[src/rtl/pipe_skid_reg.sv]
// Two-entry skid-buffered pipeline register with registered in_ready and valid/ready handshakes.
// Optional synchronous flush port enabled by defining PIPE_SKID_FLUSH_EN.
module pipe_skid_reg #(
  parameter int unsigned WIDTH = 16
) (
  input  logic             clk,
  input  logic             rst_n,
  input  logic             in_valid,
  input  logic [WIDTH-1:0] in_data,
  output logic             in_ready,
  output logic             out_valid,
  output logic [WIDTH-1:0] out_data,
  input  logic             out_ready,
`ifdef PIPE_SKID_FLUSH_EN
  input  logic             flush,
`endif
  output logic [1:0]       count
);

  typedef enum logic [1:0] {
    StEmpty = 2'd0,
    StOne   = 2'd1,
    StFull  = 2'd2
  } state_e;

  state_e           state_q, state_d;
  logic [WIDTH-1:0] main_q, main_d;
  logic [WIDTH-1:0] skid_q, skid_d;
  logic             flush_w;
  logic             in_fire;
  logic             out_fire;

`ifdef PIPE_SKID_FLUSH_EN
  assign flush_w = flush;
`else
  assign flush_w = 1'b0;
`endif

  assign in_fire  = in_valid & in_ready;
  assign out_fire = out_valid & out_ready;

  always_ff @(posedge clk or negedge rst_n) begin
    if (!rst_n) begin
      state_q <= StEmpty;
      main_q  <= '0;
      skid_q  <= '0;
    end else begin
      state_q <= state_d;
      main_q  <= main_d;
      skid_q  <= skid_d;
    end
  end

  always_comb begin
    state_d = state_q;
    main_d  = main_q;
    skid_d  = skid_q;
    if (flush_w) begin
      // Flush wins over everything; payload registers keep stale contents.
      state_d = StEmpty;
    end else begin
      unique case (state_q)
        StEmpty: begin
          if (in_fire) begin
            state_d = StOne;
            main_d  = in_data;
          end
        end
        StOne: begin
          if (in_fire && !out_fire) begin
            state_d = StFull;
            skid_d  = in_data;
          end else if (in_fire && out_fire) begin
            main_d = in_data;
          end else if (out_fire) begin
            state_d = StEmpty;
          end
        end
        StFull: begin
          if (out_fire) begin
            state_d = StOne;
            main_d  = skid_q;
          end
        end
        default: state_d = StEmpty;
      endcase
    end
  end

  // Handshake outputs decode the state register only, so out_ready never reaches in_ready.
  always_comb begin
    out_valid = (state_q != StEmpty);
    in_ready  = (state_q != StFull);
    count     = state_q;
    out_data  = main_q;
  end

endmodule

[config.mk]
export PLATFORM = sky130hd
export DESIGN_NAME = pipe_skid_reg
export DESIGN_NICKNAME = d
export VERILOG_FILES = /design/src/rtl/pipe_skid_reg.sv
export SDC_FILE = /design/constraint.sdc
export NUM_CORES = 1
export LEC_CHECK = 0
export BUFFER_PORTS_ARGS = -buffer_cell sky130_fd_sc_hd__buf_2
export CORE_MARGIN = 8
export CORE_UTILIZATION = 56
export CTS_BUF_LIST = sky130_fd_sc_hd__clkbuf_16
export CTS_CLUSTER_DIAMETER = 60
export CTS_CLUSTER_SIZE = 20
export DETAILED_ROUTE_END_ITERATION = 8
export PLACE_DENSITY = 0.89
export SLEW_MARGIN = 20
export SYNTH_ARGS = -nofsm -noshare
export SYNTH_HDL_FRONTEND = slang
export SYNTH_SLANG_ARGS = --single-unit
[constraint.sdc]
create_clock -name clk -period 2.7 [get_ports clk]
set_clock_uncertainty 0.05 [all_clocks]
set_input_delay 0.675 -clock clk [delete_from_list [all_inputs] [get_ports clk]]
set_output_delay 0.675 -clock clk [all_outputs]
set_load 0.02 [all_outputs]
==> key figures, run 1 <==
Detailed routing
  • 1st-iter DRT viols: 42
  • Routed WL: 3.032 mm
  • Via count: 941
  • Routed Antenna Nets: 0
  • Residual DRC: 0
  • Via density per instance: 5.439
  • DRT Pass-1 Iters: 4
  • WL/cell: 17.53 um

STA
  • Final Hold Vio Count: 0
  • Final setup viols: 0
  • F_max: 0.4603 GHz
  • Max_slew headroom: 51.46%
  • Setup TNS: 0 ns
  • Final worst slack: 0.5274 ns
  • Tightest Pin Transition: 0.7281 ns
  • Minimum clock period: 2.173 ns
  • Tcrit/Tclk final: 80.47%
  • Slew Limit Fails: 0
  • RSZ-0062 raised after global routing: no

Worst hold path
  • HP Class: primary input to asynchronous set/reset pin

Clock tree
  • CTS tree: done
  • Total CTS buffers: 5
  • Hold-fix buffers, CTS: 0
  • Sink Count: 34
  • Max Root-Sink Buffers: 2
  • Clock transition at path regs: 0.05 ns
  • H-tree levels: 2
  • Setup Fix Bufs, Post-CTS: 0
  • Clock Latency Late Sink: 0.28 ns
  • # resized after CTS: 0
  • Root Buffer: clkbuf_16

Power
  • Internal power: 1.282 mW
  • Net Sw Frac: 29.53%
  • Pwr dens: 935.2 mW/mm2
  • Switch Pwr: 537.4 uW
  • Max IR drop VDD: 699.8 uV
  • Clock power frac: 29.3%
  • Comb power frac: 28.3%
  • Leak pwr: 0.9097 nW
  • Sequential share of power: 42.3%

Global routing
  • Vias in the first global route: 1142
  • Remaining Overflow, GRT: 0
  • Antenna violations before repair: 0
  • First-pass GRT wire length: 5.492 mm
  • Pin count of the biggest net entering global routing: 35
  • GRT Overall Usage: 14.18%

Synth
  • FF+latch count, synth: 34
  • Simple-Gate Fraction of Synth Area: 2.789%
  • Post-synthesis mux area share: 37.80%
  • Synth cell types: 17
  • Seq/Total Area, Yosys: 52.67%
  • Adder-cell share of the synthesized area: 0%
  • Cells after Synth: 99
  • Synth Area in XOR/XNOR: 0%
  • Compound-Gate Fraction of Synth Area: 2.711%
  • Syn Std Cell Area: 0.001615 mm2
  • Mean Syn Cell Area: 16.32 um2
  • Largest family of logic cells by synthesized area: multiplexers
  • Yosys Warn Count: 0
  • Post-Syn Nets: 119

Finish
  • Share of cells above drive strength 1: 69.01%
  • Commonest non-fill, non-tap cell in the layout: buf_2
  • Final nets: 161
  • Synth-to-layout area growth: 20.45%
  • Ant diodes: 0
  • Most frequent cells in the layout: buf_2, dfrtp_1, mux2_2

Floorplanning
  • Core area: 0.002758 mm2
  • Row count: 19
  • Die width: 69.71 um
  • Overall die height: 69.71 um
  • Ports: 40
  • Die area: 0.004859 mm2
  • Initial Utilization: 58.58%

Job
  • Max Cap Viol: 0

Worst setup path
  • Kind of critical path: flop to primary output
  • Critical Path RT: 1.98 ns
  • CP Launch Type: flop
  • Worst EP arrival: 1.45 ns
  • Worst setup EP type: primary output
  • Largest fanout on the critical path: 7

Place
  • PortBufs: 39
  • Detailed placement HPWL: 2.136 mm
  • Final Wtd Congestion: 0.6683
  • Worst slack at placement: 0.6110 ns

Run status
  • Status: finished, final reports clean
-- kinds of logic (layout without fill, tap and decap cells) --
kind of cell | count (synthesis) | in the layout
multiplexers | 49 | 49
AND/OR/NAND/NOR | 6 | 6
buffers and inverters | 6 | 49
flip-flops | 34 | 34
AO/OA/AOI/OAI | 4 | 4
-- routing by layer --
metal  GRT usage, %  up-vias  part of all wire (%)
li1               -      437                     -
met1          15.20      464                    44
met5              0        -                     0
met3          6.295        7                   7.7
met4          8.036        0                   2.6
met2          22.75       33                    46
-- power groups by stage --
| stage | Clock [mW] | Sequential (mW) | Combinational, mW |
|---|---|---|---|
| 2_1_floorplan | 0 | 0.853 | 0.288 |
| 3_3_place_gp | 0 | 0.765 | 0.507 |
| 3_5_place_dp | 0 | 0.777 | 0.525 |
| 4_1_cts | 0.545 | 0.774 | 0.526 |
| 5_1_grt | 0.565 | 0.797 | 0.561 |
| 6_report | 0.534 | 0.771 | 0.516 |
-- final timing paths --
kind / slack (ns) / endpoint / startpoint / depth (start not counted)
max: 0.53 / in_ready / count[1]$_DFFE_PN0P_ / 3
min: 0.41 / skid_q[13]$_DFFE_PN0P_ / rst_n / 1
max reg2reg: 0.75 / out_data[11]$_DFFE_PN0P_ / count[1]$_DFFE_PN0P_ / 4
min reg2reg: 0.45 / skid_q[5]$_DFFE_PN0P_ / skid_q[5]$_DFFE_PN0P_ / 1
max in group asynchronous: 1.73 / out_data[0]$_DFFE_PN0P_ / rst_n / 1
min in group clk: 0.45 / skid_q[5]$_DFFE_PN0P_ / skid_q[5]$_DFFE_PN0P_ / 1
-- worst max-delay path: stages (launching register included) --
cell and delay [ns]:
dfrtp_1 0.44, nor2b_2 0.49, inv_1 0.07, buf_2 0.17
-- area by class of cell --
type                            count  area (um2)
Clock buffer                        5       125.1
Clock inverter                      3       12.51
Fill cell                         184       812.0
Inverter                            1       3.754
Multi-Input combinational cell     59       699.4
Sequential cell                    34       850.8
Tap cell                           31       38.79
Timing Repair Buffer               40       215.2
-- registers in the layout, indices dropped and copies added, names as in the netlist --
register	flops
skid_q	16
count	2
out_data	16
-- metrics by stage --
step / power (mW) / std cells / hold WS (ns) / util (%) / cell area, um2
CTS: 1.845 / 173 / 0.4297 / 70.55 / 1946
global placement: 1.272 / 165 / 0.4328 / 65.56 / 1808
floorplan: 1.141 / 99 / 0.3294 / - / 1615
finish: 1.820 / 173 / 0.4074 / 70.55 / 1946
detailed placement: 1.302 / 165 / 0.4327 / 65.56 / 1808
global route: 1.922 / 173 / 0.4723 / 70.55 / 1946
-- Yosys cell counts, drive strengths merged --
cell	count	share of area, %
nor2b	2	1.1
or2	1	0.39
a21oi	2	0.62
nor2	1	0.23
o2bb2ai	1	1.7
inv	1	0.23
buf	5	3.8
o22ai	1	0.39
mux2	48	37
mux2i	1	0.62
and3b	1	0.62
nor3b	1	0.46
dfrtp	34	53
(Power assumes the default switching activity.)
==> inputs of run 2 (changes only) <==
- CORE_UTILIZATION: 56 -> 52
- PLACE_DENSITY: 0.89 -> 0.84
- clock period: 2.7 -> 2.2 ns (I/O delays scaled with it)
==> key figures, run 2 (same netlist as run 1, synthesis figures left out) <==
Clock tree
  • Sink Count: 34 (unchanged)
  • Clock transition at path regs: 0.05 ns (about the same)
  • CTS tree: done
  • Max Root-Sink Buffers: 2 (unchanged)
  • # resized after CTS: 0 (unchanged)
  • Setup Fix Bufs, Post-CTS: 0 (unchanged)
  • Clock Latency Late Sink: 0.27 ns (about the same)
  • Root Buffer: clkbuf_16
  • Total CTS buffers: 5 (unchanged)
  • H-tree levels: 2 (unchanged)
  • Hold-fix buffers, CTS: 0 (unchanged)

Floorplanning
  • Core area: 0.003003 mm2 (+8.9%)
  • Die area: 0.005146 mm2 (+5.9%)
  • Row count: 20 (+1)
  • Overall die height: 71.74 um (+2.9%)
  • Initial Utilization: 53.79% (-4.8 points)
  • Die width: 71.74 um (+2.9%)
  • Ports: 40 (unchanged)

Global routing
  • Vias in the first global route: 1087 (-4.8%)
  • GRT Overall Usage: 13.06% (-1.1 points)
  • First-pass GRT wire length: 5.216 mm (-5.0%)
  • Pin count of the biggest net entering global routing: 35 (unchanged)
  • Antenna violations before repair: 0 (unchanged)
  • Remaining Overflow, GRT: 0 (unchanged)

Run status
  • Status: finished, final reports clean

Place
  • PortBufs: 39 (unchanged)
  • Final Wtd Congestion: 0.7724 (+16%)
  • Worst slack at placement: 0.2717 ns (-0.3393 ns)
  • Detailed placement HPWL: 2.147 mm (+0.50%)

STA
  • Setup TNS: 0 ns (unchanged)
  • Final setup viols: 0 (unchanged)
  • F_max: 0.4962 GHz
  • Tcrit/Tclk final: 91.60%
  • Final worst slack: 0.1848 ns (-0.3426 ns)
  • Slew Limit Fails: 0 (unchanged)
  • Final Hold Vio Count: 0 (unchanged)
  • Minimum clock period: 2.015 ns
  • Max_slew headroom: 51.75% (+0.29 points)
  • Tightest Pin Transition: 0.7237 ns (-0.004402 ns)
  • RSZ-0062 raised after global routing: no

Power
  • Max IR drop VDD: 562.6 uV (-20%)
  • Leak pwr: 0.9116 nW (+0.20%)
  • Net Sw Frac: 29.04% (-0.49 points)
  • Pwr dens: 1140 mW/mm2 (+22%)
  • Sequential share of power: 42.7% (+0.4 points)
  • Internal power: 1.568 mW (+22%)
  • Switch Pwr: 641.8 uW (+19%)
  • Comb power frac: 28.5% (+0.2 points)
  • Clock power frac: 28.8% (-0.5 points)

Detailed routing
  • Residual DRC: 0 (unchanged)
  • Routed WL: 2.973 mm (-1.9%)
  • WL/cell: 16.99 um (-3.1%)
  • Via density per instance: 5.371 (-1.2%)
  • 1st-iter DRT viols: 41 (-2.4%)
  • DRT Pass-1 Iters: 4 (unchanged)
  • Via count: 940 (-0.11%)
  • Routed Antenna Nets: 0 (unchanged)

Finish
  • Ant diodes: 0 (unchanged)
  • Fillers: 218 (+18%)
  • Final nets: 162 (+0.62%)
  • Most frequent cells in the layout: buf_2, dfrtp_1, mux2_2
  • Synth-to-layout area growth: 19.98%
  • Share of cells above drive strength 1: 69.01% (unchanged)
  • Commonest non-fill, non-tap cell in the layout: buf_2

Worst setup path
  • Critical register-to-register path startpoint: count[0]$_DFFE_PN0P_
  • Register-to-Register Path Depth: 4 (unchanged)
  • Worst setup EP type: primary output
  • Crit path launch: count[0]$_DFFE_PN0P_
  • Kind of critical path: flop to primary output
  • CP Launch Type: flop
  • Worst setup path endpoint: in_ready
  • R2R Setup Slk: 0.45 ns (-0.30 ns)
  • Reg2Reg Capture Point: out_data[11]$_DFFE_PN0P_
  • Worst EP arrival: 1.42 ns (-0.03 ns)
  • Largest fanout on the critical path: 18 (+11)
  • Critical Path RT: 1.60 ns (-0.38 ns)

Worst hold path
  • HP Class: primary input to asynchronous set/reset pin

Job
  • Max Cap Viol: 0 (unchanged)
-- run 2: cell count changes in the layout (fill, tap and decap cells not counted) --
cell      delta
clkinv_2     -1
clkinv_1     -1
inv_1        +1
buf_4        +2
buf_12       -1
-- run 2: worst min path at each step --
stage	startpoint	to	slack (ns)	cells after the start
after floorplan	rst_n	count[0]$_DFFE_PN0P_	0.20	0
after global placement	out_data[11]$_DFFE_PN0P_	out_data[11]$_DFFE_PN0P_	0.42	1
after detailed placement	skid_q[6]$_DFFE_PN0P_	skid_q[6]$_DFFE_PN0P_	0.45	1
after CTS	rst_n	out_data[13]$_DFFE_PN0P_	0.30	1
after global routing	rst_n	out_data[12]$_DFFE_PN0P_	0.34	1
final	rst_n	out_data[13]$_DFFE_PN0P_	0.28	1
-- run 2: per-layer routing --
layer	share of wire, %	wire [um]	GRT usage [%]	vias up
li1	-	-	-	439
met1	42	1254	14.09	467
met2	48	1434	21.05	29
met3	8.0	237	6.974	5
met4	1.5	46	4.989	0
met5	0	0	0	-
-- run 2: cell type report --
class                      count  area [um2]  area share [%]
multi-input combinational     59       699.4           36.09
sequential                    34       850.8           43.90
inverter                       1       3.754          0.1937
clock buffer                   5       125.1           6.456
tap                           33       41.29           2.130
timing repair buffer          41       210.2           10.85
clock inverter                 2       7.507          0.3873
-- run 2: worst max-delay path: stages (launching register included) --
cell and delay (ns):
dfrtp_1 0.48, nor2b_2 0.14, buf_4 0.29, inv_1 0.06
buf_2 0.16
-- run 2: power groups by stage --
stage	Combinational (mW)	Clock, mW	Sequential (mW)
after floorplan	0.353	0	1.05
after global placement	0.621	0	0.937
after detailed placement	0.645	0	0.952
after CTS	0.644	0.658	0.946
after global routing	0.680	0.691	0.975
final	0.631	0.636	0.943
-- run 2: through the flow --
stage	hold slack (ns)	area (um2)	util (%)	cells	total power [mW]
2_1_floorplan	0.2044	1615	-	99	1.400
3_3_place_gp	0.4160	1805	60.12	168	1.558
3_5_place_dp	0.4459	1805	60.12	168	1.597
4_1_cts	0.3038	1938	64.54	175	2.248
5_1_grt	0.3383	1938	64.54	175	2.346
6_report	0.2810	1938	64.54	175	2.210
==> inputs of run 3 (changes only) <==
- CORE_MARGIN: 8 -> 2
==> key figures, run 3 (same netlist as run 1, synthesis figures left out) <==
Finish
  • Final nets: 162 (unchanged)
  • Ant diodes: 0 (unchanged)
  • Commonest non-fill, non-tap cell in the layout: buf_2
  • Final core occ: 64.54% (unchanged)
  • Synth-to-layout area growth: 19.98% (unchanged)
  • Share of cells above drive strength 1: 69.01% (unchanged)
  • Most frequent cells in the layout: buf_2, dfrtp_1, mux2_2

Clock tree
  • Max Root-Sink Buffers: 2 (unchanged)
  • CTS tree: done
  • Total CTS buffers: 5 (unchanged)
  • Setup Fix Bufs, Post-CTS: 0 (unchanged)
  • Root Buffer: clkbuf_16
  • # resized after CTS: 0 (unchanged)
  • Clock transition at path regs: 0.05 ns (about the same)
  • Clock Latency Late Sink: 0.27 ns (about the same)
  • Sink Count: 34 (unchanged)
  • H-tree levels: 2 (unchanged)
  • Hold-fix buffers, CTS: 0 (unchanged)

Job
  • Max Cap Viol: 0 (unchanged)

Floorplanning
  • Die width: 59.74 um (-17%)
  • Row count: 20 (unchanged)
  • Core area: 0.003003 mm2 (unchanged)
  • Overall die height: 59.74 um (-17%)
  • Initial Utilization: 53.79% (unchanged)
  • Ports: 40 (unchanged)
  • Die area: 0.003568 mm2 (-31%)

Global routing
  • Vias in the first global route: 982 (-9.7%)
  • Antenna violations before repair: 0 (unchanged)
  • First-pass GRT wire length: 4.478 mm (-14%)
  • Remaining Overflow, GRT: 0 (unchanged)
  • GRT Overall Usage: 17.95% (+4.9 points)
  • Pin count of the biggest net entering global routing: 35 (unchanged)

STA
  • Final Hold Vio Count: 0 (unchanged)
  • F_max: 0.5020 GHz (+1.2%)
  • Tightest Pin Transition: 0.7196 ns (-0.004068 ns)
  • RSZ-0062 raised after global routing: no
  • Final setup viols: 0 (unchanged)
  • Minimum clock period: 1.992 ns (-0.02300 ns)
  • Max_slew headroom: 52.02% (+0.27 points)
  • Setup TNS: 0 ns (unchanged)
  • Slew Limit Fails: 0 (unchanged)
  • Tcrit/Tclk final: 90.55% (-1.0 points)

Place
  • Final Wtd Congestion: 0.6303 (-18%)
  • PortBufs: 39 (unchanged)
  • Detailed placement HPWL: 1.839 mm (-14%)

Power
  • Switch Pwr: 622.4 uW (-3.0%)
  • Leak pwr: 0.9116 nW (unchanged)
  • Pwr dens: 1130 mW/mm2 (-0.91%)
  • Tot Pwr: 2.190 mW (-0.91%)
  • Comb power frac: 28.5% (about the same)
  • Net Sw Frac: 28.42% (-0.62 points)
  • Clock power frac: 28.6% (-0.2 points)
  • Max IR drop VDD: 557.4 uV (-0.93%)
  • Sequential share of power: 42.9% (+0.2 points)
  • Internal power: 1.568 mW (about the same)

Worst hold path
  • HP Class: primary input to asynchronous set/reset pin

Worst setup path
  • CP Launch Type: flop
  • Largest fanout on the critical path: 18 (unchanged)
  • Crit. path cell count: 4 (unchanged)
  • Slowest CP cell: dfrtp_1
  • Slowest Stage Delay on Critical Path: 0.47 ns (about the same)
  • Register-to-Register Path Depth: 4 (unchanged)
  • Worst EP arrival: 1.39 ns (-0.03 ns)
  • Reg2Reg Capture Point: out_data[11]$_DFFE_PN0P_
  • Worst setup path endpoint: in_ready
  • Critical register-to-register path startpoint: count[0]$_DFFE_PN0P_
  • Kind of critical path: flop to primary output
  • Critical Path RT: 1.60 ns (about the same)
  • R2R Setup Slk: 0.49 ns (+0.04 ns)
  • CP top delay family: buffers and inverters
  • Worst setup EP type: primary output
  • Buf+Inv Stages, Crit Path: 3 (unchanged)
  • Crit path launch: count[0]$_DFFE_PN0P_
  • Crit-path cells: nor2b_2 > buf_4 > inv_1 > buf_2

Detailed routing
  • Routed Antenna Nets: 0 (unchanged)
  • Routed WL: 2.598 mm (-13%)
  • Via count: 922 (-1.9%)
  • WL/cell: 14.85 um (-13%)
  • 1st-iter DRT viols: 8 (-80%)
  • DRT Pass-1 Iters: 3 (-1)
  • Via density per instance: 5.269 (-1.9%)
  • Residual DRC: 0 (unchanged)

Run status
  • Status: finished, final reports clean
==> run 3: cell counts in the layout (fill, tap and decap cells not counted) <==
Identical to the previous run, type by type.
==> run 3: power groups by stage <==
stage          sequential, mW  clock (mW)  combinational, mW
3_3_place_gp            0.935           0              0.613
4_1_cts                 0.941       0.642              0.632
6_report                0.940       0.626              0.624
3_5_place_dp            0.949           0              0.632
2_1_floorplan            1.05           0              0.353
5_1_grt                 0.972       0.674              0.677
==> run 3: worst min-delay path by stage <==
stage                        startpoint                  endpoint  slack [ns]
4_1_cts                           rst_n  out_data[12]$_DFFE_PN0P_        0.31
3_5_place_dp   out_data[11]$_DFFE_PN0P_  out_data[11]$_DFFE_PN0P_        0.43
5_1_grt                           rst_n  out_data[12]$_DFFE_PN0P_        0.34
3_3_place_gp   out_data[11]$_DFFE_PN0P_  out_data[11]$_DFFE_PN0P_        0.42
6_report                          rst_n   out_data[1]$_DFFE_PN0P_        0.28
2_1_floorplan                     rst_n      count[0]$_DFFE_PN0P_        0.20
==> run 3: area by class of cell <==
type                    count  area, um2
fillers                   222       1065
flip-flops and latches     34      850.8
multi-input cells          59      699.4
repair buffers             41      210.2
clock buffers               5      125.1
well taps                  33      41.29
clock inverters             2      7.507
inverters                   1      3.754
==> run 3: stage by stage <==
step	hold WS [ns]	std cells	setup slack (ns)	instance area [um2]
3_3_place_gp	0.4179	168	0.3417	1805
5_1_grt	0.3393	175	0.1316	1938
2_1_floorplan	0.2044	99	0.4960	1615
6_report	0.2834	175	0.2078	1938
3_5_place_dp	0.4261	168	0.2553	1805
4_1_cts	0.3058	175	0.1955	1938
==> run 3: layer usage <==
metal  up-vias  global-route usage [%]  wire length, um
met4         0                   7.619               55
met2        32                   29.97             1241
met5         -                       0                0
met3         5                   8.442              172
li1        439                       -                -
met1       446                   19.41             1129
